[src/rtl/regfile_wb_if.sv]
// Signal bundle between the core/multi-cycle unit and the register-file write-port scheduler.
// The master drives requests, sources and results. The slave returns stall, mc_ready and the write-port controls.
interface regfile_wb_if #(
    parameter int XLEN = 64
);
    logic            core_write;
    logic [4:0]      core_rd;
    logic [XLEN-1:0] core_data;
    logic            mc_issue;
    logic [4:0]      mc_issue_rd;
    logic            mc_valid;
    logic [4:0]      mc_rd;
    logic [XLEN-1:0] mc_data;
    logic            mc_ready;
    logic [4:0]      rs1_address;
    logic [4:0]      rs2_address;
    logic            stall;
    logic            rf_reg_write;
    logic [4:0]      rf_rd_address;
    logic [XLEN-1:0] rf_write_data;

    // Handshake: a result transfers on a rising edge where mc_valid && mc_ready are both high.
    // Core writes and issues take effect only in cycles where stall is low.
    modport master (
        output core_write, core_rd, core_data, mc_issue, mc_issue_rd,
               mc_valid, mc_rd, mc_data, rs1_address, rs2_address,
        input  mc_ready, stall, rf_reg_write, rf_rd_address, rf_write_data
    );

    modport slave (
        input  core_write, core_rd, core_data, mc_issue, mc_issue_rd,
               mc_valid, mc_rd, mc_data, rs1_address, rs2_address,
        output mc_ready, stall, rf_reg_write, rf_rd_address, rf_write_data
    );
endinterface

[src/rtl/regfile_wb_scheduler.sv]
// Shares the register-file write port between core writeback and buffered multi-cycle results.
// It also keeps a pending-write scoreboard and raises stall on hazards or when a result is starved.
module regfile_wb_scheduler #(
    parameter int XLEN         = 64,
    parameter int DEPTH        = 2,
    parameter int STARVE_LIMIT = 4
) (
    input  logic          clock,
    input  logic          reset,
    regfile_wb_if.slave   bus
);
    localparam int AW = $clog2(DEPTH);
    localparam int CW = $clog2(STARVE_LIMIT + 1);

    logic [31:0]     r_busy;
    logic [4:0]      r_buf_rd   [DEPTH];
    logic [XLEN-1:0] r_buf_data [DEPTH];
    logic [AW-1:0]   r_wr_ptr;
    logic [AW-1:0]   r_rd_ptr;
    logic [AW:0]     r_count;
    logic [CW-1:0]   r_starve_cnt;

    logic            w_empty;
    logic            w_full;
    logic            w_starve;
    logic            w_hazard;
    logic            w_stall;
    logic            w_cw;
    logic            w_pop;
    logic            w_push;
    logic            w_issue_ok;
    logic [4:0]      w_head_rd;
    logic [XLEN-1:0] w_head_data;
    logic [31:0]     w_busy_next;
    logic            w_we;
    logic [4:0]      w_addr;
    logic [XLEN-1:0] w_data;

    assign w_empty     = (r_count == '0);
    assign w_full      = (r_count == (AW+1)'(DEPTH));
    assign w_starve    = (r_starve_cnt == CW'(STARVE_LIMIT));
    assign w_head_rd   = r_buf_rd[r_rd_ptr];
    assign w_head_data = r_buf_data[r_rd_ptr];

    assign w_hazard = (bus.rs1_address != 5'd0 && r_busy[bus.rs1_address])
                    | (bus.rs2_address != 5'd0 && r_busy[bus.rs2_address])
                    | (bus.core_write && bus.core_rd != 5'd0 && r_busy[bus.core_rd])
                    | (bus.mc_issue && bus.mc_issue_rd != 5'd0 && r_busy[bus.mc_issue_rd])
                    | w_starve;

    // Outputs are forced quiet while reset is held, even before the first edge clears state.
    assign w_stall    = !reset && w_hazard;
    assign w_cw       = !reset && bus.core_write && !w_stall && bus.core_rd != 5'd0;
    assign w_pop      = !reset && !w_cw && !w_empty;
    assign w_push     = bus.mc_valid && bus.mc_ready;
    assign w_issue_ok = bus.mc_issue && !w_stall && bus.mc_issue_rd != 5'd0;

    always_comb begin
        w_we   = 1'b0;
        w_addr = 5'd0;
        w_data = '0;
        if (w_cw) begin
            w_we   = 1'b1;
            w_addr = bus.core_rd;
            w_data = bus.core_data;
        end else if (w_pop) begin
            w_we   = (w_head_rd != 5'd0);
            w_addr = w_head_rd;
            w_data = w_head_data;
        end
    end

    // Issue and drain never collide on one register: issuing to a busy rd stalls.
    always_comb begin
        w_busy_next = r_busy;
        if (w_pop && w_head_rd != 5'd0) w_busy_next[w_head_rd] = 1'b0;
        if (w_issue_ok) w_busy_next[bus.mc_issue_rd] = 1'b1;
        w_busy_next[0] = 1'b0;
    end

    always_ff @(posedge clock) begin
        if (reset) begin
            r_busy       <= '0;
            r_wr_ptr     <= '0;
            r_rd_ptr     <= '0;
            r_count      <= '0;
            r_starve_cnt <= '0;
        end else begin
            r_busy <= w_busy_next;
            if (w_push) r_wr_ptr <= r_wr_ptr + 1'b1;
            if (w_pop)  r_rd_ptr <= r_rd_ptr + 1'b1;
            case ({w_push, w_pop})
                2'b10:   r_count <= r_count + 1'b1;
                2'b01:   r_count <= r_count - 1'b1;
                default: r_count <= r_count;
            endcase
            if (w_empty || w_pop)
                r_starve_cnt <= '0;
            else if (!w_starve)
                r_starve_cnt <= r_starve_cnt + 1'b1;
        end
    end

    always_ff @(posedge clock) begin
        if (w_push) begin
            r_buf_rd[r_wr_ptr]   <= bus.mc_rd;
            r_buf_data[r_wr_ptr] <= bus.mc_data;
        end
    end

    assign bus.mc_ready      = !w_full && !reset;
    assign bus.stall         = w_stall;
    assign bus.rf_reg_write  = w_we;
    assign bus.rf_rd_address = w_addr;
    assign bus.rf_write_data = w_data;
endmodule

[src/flat_wrapper.sv]
// flat-port wrapper written by rule: the top's interface ports become plain ports
module regfile_wb_scheduler_flat 
#(
    parameter int XLEN         = 64,
    parameter int DEPTH        = 2,
    parameter int STARVE_LIMIT = 4
)
  (clock, reset, bus_core_write, bus_core_rd, bus_core_data, bus_mc_issue, bus_mc_issue_rd, bus_mc_valid, bus_mc_rd, bus_mc_data, bus_rs1_address, bus_rs2_address, bus_mc_ready, bus_stall, bus_rf_reg_write, bus_rf_rd_address, bus_rf_write_data);
  regfile_wb_if #(.XLEN(XLEN)) bus_i ();
  input  logic clock;
  input  logic reset;
  input wire logic [$bits(bus_i.core_write)-1:0] bus_core_write;
  input wire logic [$bits(bus_i.core_rd)-1:0] bus_core_rd;
  input wire logic [$bits(bus_i.core_data)-1:0] bus_core_data;
  input wire logic [$bits(bus_i.mc_issue)-1:0] bus_mc_issue;
  input wire logic [$bits(bus_i.mc_issue_rd)-1:0] bus_mc_issue_rd;
  input wire logic [$bits(bus_i.mc_valid)-1:0] bus_mc_valid;
  input wire logic [$bits(bus_i.mc_rd)-1:0] bus_mc_rd;
  input wire logic [$bits(bus_i.mc_data)-1:0] bus_mc_data;
  input wire logic [$bits(bus_i.rs1_address)-1:0] bus_rs1_address;
  input wire logic [$bits(bus_i.rs2_address)-1:0] bus_rs2_address;
  output wire logic [$bits(bus_i.mc_ready)-1:0] bus_mc_ready;
  output wire logic [$bits(bus_i.stall)-1:0] bus_stall;
  output wire logic [$bits(bus_i.rf_reg_write)-1:0] bus_rf_reg_write;
  output wire logic [$bits(bus_i.rf_rd_address)-1:0] bus_rf_rd_address;
  output wire logic [$bits(bus_i.rf_write_data)-1:0] bus_rf_write_data;
  assign bus_i.core_write = bus_core_write;
  assign bus_i.core_rd = bus_core_rd;
  assign bus_i.core_data = bus_core_data;
  assign bus_i.mc_issue = bus_mc_issue;
  assign bus_i.mc_issue_rd = bus_mc_issue_rd;
  assign bus_i.mc_valid = bus_mc_valid;
  assign bus_i.mc_rd = bus_mc_rd;
  assign bus_i.mc_data = bus_mc_data;
  assign bus_i.rs1_address = bus_rs1_address;
  assign bus_i.rs2_address = bus_rs2_address;
  assign bus_mc_ready = bus_i.mc_ready;
  assign bus_stall = bus_i.stall;
  assign bus_rf_reg_write = bus_i.rf_reg_write;
  assign bus_rf_rd_address = bus_i.rf_rd_address;
  assign bus_rf_write_data = bus_i.rf_write_data;
  regfile_wb_scheduler #(.XLEN(XLEN), .DEPTH(DEPTH), .STARVE_LIMIT(STARVE_LIMIT)) u_core (.clock(clock), .reset(reset), .bus(bus_i));
endmodule
[config.mk]
export PLATFORM = sky130hd
export DESIGN_NAME = regfile_wb_scheduler_flat
export DESIGN_NICKNAME = d
export VERILOG_FILES = /design/src/rtl/regfile_wb_if.sv /design/src/rtl/regfile_wb_scheduler.sv /design/src/flat_wrapper.sv
export SDC_FILE = /design/constraint.sdc
export NUM_CORES = 1
export LEC_CHECK = 0
export CAP_MARGIN = 20
export CORE_ASPECT_RATIO = 0.75
export CORE_MARGIN = 2
export CORE_UTILIZATION = 35
export CTS_CLUSTER_DIAMETER = 60
export DETAILED_ROUTE_END_ITERATION = 8
export DONT_BUFFER_PORTS = 1
export GPL_TIMING_DRIVEN = 0
export PLACE_DENSITY = 0.56
export SETUP_SLACK_MARGIN = 0.5
export SYNTH_ARGS = -nofsm -noshare
export SYNTH_HDL_FRONTEND = slang
export SYNTH_SLANG_ARGS = --single-unit
[constraint.sdc]
create_clock -name clock -period 9.2 [get_ports clock]
set_clock_uncertainty 0.15 [all_clocks]
set_input_delay 1.84 -clock clock [delete_from_list [all_inputs] [get_ports clock]]
set_output_delay 1.84 -clock clock [all_outputs]
set_load 0.05 [all_outputs]
==> summary.md <==
| Metric | Value |
|---|---|
| Status | finished, final reports clean |
| Register area | 0.00492 mm² |
| Critical Path End Type | output port |
| RR Startpoint | u_core.r_busy[15] |
| Power Total | 2350 µW |
| Slowest CP cell | a21oi_1 |
| Worst Tran Pin Value | 1.15 ns |
| XOR/XNOR share of the synthesized area | 0.383% |
| Root Driver | clkbuf_16 |
| Largest family of logic cells by synthesized area | multiplexers |
| Max-slew headroom | 23.6% |
| TNS Setup | 0 ns |
| #FFs+latches synth | 177 |
| Overflow after GRT | 0 |
| Vias in the first global route | 6245 |
| Startpoint Class | input port |
| Post-route minimum period | 7.51 ns |
| Initial antenna violation count | 1 |
| Iter 0 DRT Violations | 532 |
| Final hold vios | 0 |
| Post-route clock period utilization | 81.6% |
| Max rail drop VDD | 0.137 mV |
| Sequential Power Share | 39.5% |
| Int Pwr | 1460 µW |
| Post-Syn Nets | 946 |
| Setup Fix Bufs, Post-CTS | 0 |
| Starting Density | 35.4% |
| Total core area | 0.0258 mm² |
| Synth Area in Simple Gates | 12.0% |
| Most common flop cell mapped by yosys | edfxtp_1 |
| Clock slew at reported path FFs | 0.07 ns |
| P_sw | 893 µW |
| Worst-path fanout max | 10 |
| Fmax | 0.133 GHz |
| Non-Filler Cell Area, Final | 0.0105 mm² |
| First-pass GRT wire length | 38500 µm |
| Unrepaired setup endpoints after global routing | false |
| Clock power share | 27.5% |
| Antenna viol nets, final | 0 |
| Ports | 230 |
| Sequential area share after synthesis | 53.9% |
| Placed cell area | 0.00999 mm² |
| TritonCTS clock tree | done |
| Non-Filler Instances | 1167 |
| Hold Startpoint | u_core.r_count[1] |
| Synthesized instance count | 785 |
| Post-layout util | 40.7% |
| Total GRT Usage | 19.1% |
| Pre-antenna DRT Iters | 5 |
| Yosys warnings | 0 |
| Compound-cell area share of the yosys netlist | 13.1% |
| Clock sink count | 177 |
| Nets | 970 |
| Critical path class | in2out |
| Vert. Die Dim | 144 µm |
| Endpoints failing setup | 0 |
| Post-cts hold buffer count | 0 |
| Mux contribution to synthesized area | 16.1% |
| Final Wtd Congestion | 0.876 |
| Switching portion of total power | 38.0% |
| CP Cell Sequence | buf_2 -> nor2b_1 -> a221oi_1 -> o41a_1 -> and2_1 -> o21a_1 -> buf_2 -> clkbuf_1 -> clkbuf_1 -> a21oi_1 |
| Dpl hpwl | 19800 µm |
| Combinational power share | 33.0% |
| Layout overhead on the synthesized area | 14.9% |
| Final WL | 26600 µm |
| Largest net degree at the start of global routing | 45 |
| Area of the multi-input gates | 0.00417 mm² |
| CTS-repair resized insts | 0 |
| Chip width | 191 µm |
| Worst path required time | 7.21 ns |
| DP Cell Count | 1134 |
| P_leak | 0.00326 µW |
| Max-cap violations | 0 |
| Vias per cell | 5.77 |
| Worst Setup SP | bus_mc_issue_rd[0] |
| Average footprint of a synthesized cell | 11.6 µm² |
| # H-tree levels | 4 |
| Layout cells sized above 1 | 18.4% |
| Count of cell types in the netlist | 52 |
| CTS Buf Count | 17 |
| Via Count | 6737 |
| Buffers on Ports | 0 |
| Max-slew violations | 0 |
| Fillers | 2481 |
| PwrDens | 224 mW/mm² |
| Clock buffer depth | 2 |
| Cell Rows | 51 |
| Synth Cell Area | 0.00914 mm² |
| Clock Latency Late Sink | 0.44 ns |
| Post-synth ARST share | 0% |
| Synth Area in Adders | 0.411% |
| Die footprint | 0.0274 mm² |
| DRC viols | 0 |
| Worst min path class | reg2reg |
| Worst EP arrival | 5.52 ns |
| Largest stage delay, worst path | 0.96 ns |
| Post-synth EDFFs | 138 |
| Routed wire per std cell | 22.8 µm |
[cells in the mapped netlist, types with 10 or more instances]
library cell | count | share of area, %
edfxtp_1 | 138 | 45
mux2i_1 | 84 | 9.2
nand3_1 | 75 | 4.1
o31ai_1 | 66 | 5.4
clkbuf_1 | 50 | 2.1
nand2_1 | 48 | 2.0
a21oi_1 | 40 | 2.2
dfxtp_1 | 39 | 8.5
nor2_1 | 32 | 1.3
inv_1 | 31 | 1.3
mux4_2 | 21 | 5.2
o32ai_1 | 20 | 1.9
nand2b_1 | 19 | 1.3
mux2_2 | 14 | 1.7
buf_2 | 12 | 0.66
nand4_1 | 10 | 0.68
nor2b_1 | 10 | 0.68
o21ai_0 | 10 | 0.55
[layer usage]
metal / vias to the layer above / track usage (%) / wire, µm
met5: - / 0 / 0
met4: 0 / 5.75 / 408
met3: 25 / 7.06 / 2910
met2: 321 / 27.3 / 11600
met1: 3304 / 26.7 / 11700
li1: 3087 / - / -
[placed cells by master (no fill, tap or decap), types with 10 or more instances in the layout]
cell type  count
edfxtp_1     138
mux2i_1       84
nand3_1       75
o31ai_2       66
clkbuf_1      56
nand2_1       48
a21oi_1       40
dfxtp_1       39
inv_1         31
nor2_1        31
mux4_2        21
o32ai_1       20
nand2b_1      19
clkbuf_16     17
mux2_2        14
buf_2         12
nor2b_1       10
o21ai_0       10
nand4_1       10
[final timing paths]
kind | endpoint | slack, ns | cells past startpoint
worst max register to register | u_core.r_count[1] | 5.01 | 12
worst min register to register | u_core.r_count[1] | 0.35 | 2
worst min-delay path | u_core.r_count[1] | 0.35 | 2
worst max-delay path | bus_stall | 1.69 | 10
[critical path, delay by kind of cell]
family	cells	cell delay, ns
AO/OA/AOI/OAI	4	1.73
buffers and inverters	4	1.16
AND/OR/NAND/NOR	2	0.79
[cell type report]
cell class / count / area share, %
Timing Repair Buffer: 5 / 0.750
Tap cell: 344 / 4.10
Multi-Input combinational cell: 512 / 39.7
Clock inverter: 9 / 0.596
Clock buffer: 23 / 4.26
Buffer: 65 / 2.54
Sequential cell: 177 / 46.9
Inverter: 31 / 1.11
Antenna cell: 1 / 0.0238
[stage by stage]
step	hold slack, ns	worst slack, ns
5_1_grt	0.410	1.55
4_1_cts	0.357	1.76
6_report	0.350	1.69
3_3_place_gp	0.344	0.184
2_1_floorplan	0.322	2.24
3_5_place_dp	0.348	1.76
[power by group through the flow]
| stage | sequential, µW | clock (µW) | combinational [µW] |
|---|---|---|---|
| 3_3_place_gp | 951 | 0 | 718 |
| 6_report | 927 | 645 | 775 |
| 2_1_floorplan | 944 | 0 | 586 |
| 5_1_grt | 932 | 686 | 825 |
| 3_5_place_dp | 945 | 0 | 781 |
| 4_1_cts | 928 | 659 | 782 |
[state kept, by name (all words and copies together), names as in the netlist, named ones only]
register and cells:
u_core.r_buf_data 128, u_core.r_busy 31, u_core.r_buf_rd 10, u_core.r_starve_cnt 3
u_core.r_count 2, u_core.r_rd_ptr 1, u_core.r_wr_ptr 1
[logic make-up (layout without fill, tap and decap cells)]
group	count (synthesis)	count (layout)
adders and majority gates	3	3
muxes	119	119
DFF	177	177
buffers and inverters	96	133
and+or+nand+nor	216	216
other	0	1
AOI/OAI and AO/OA	170	170
xor gates and xnor gates	4	4
(Power assumes the default switching activity.)
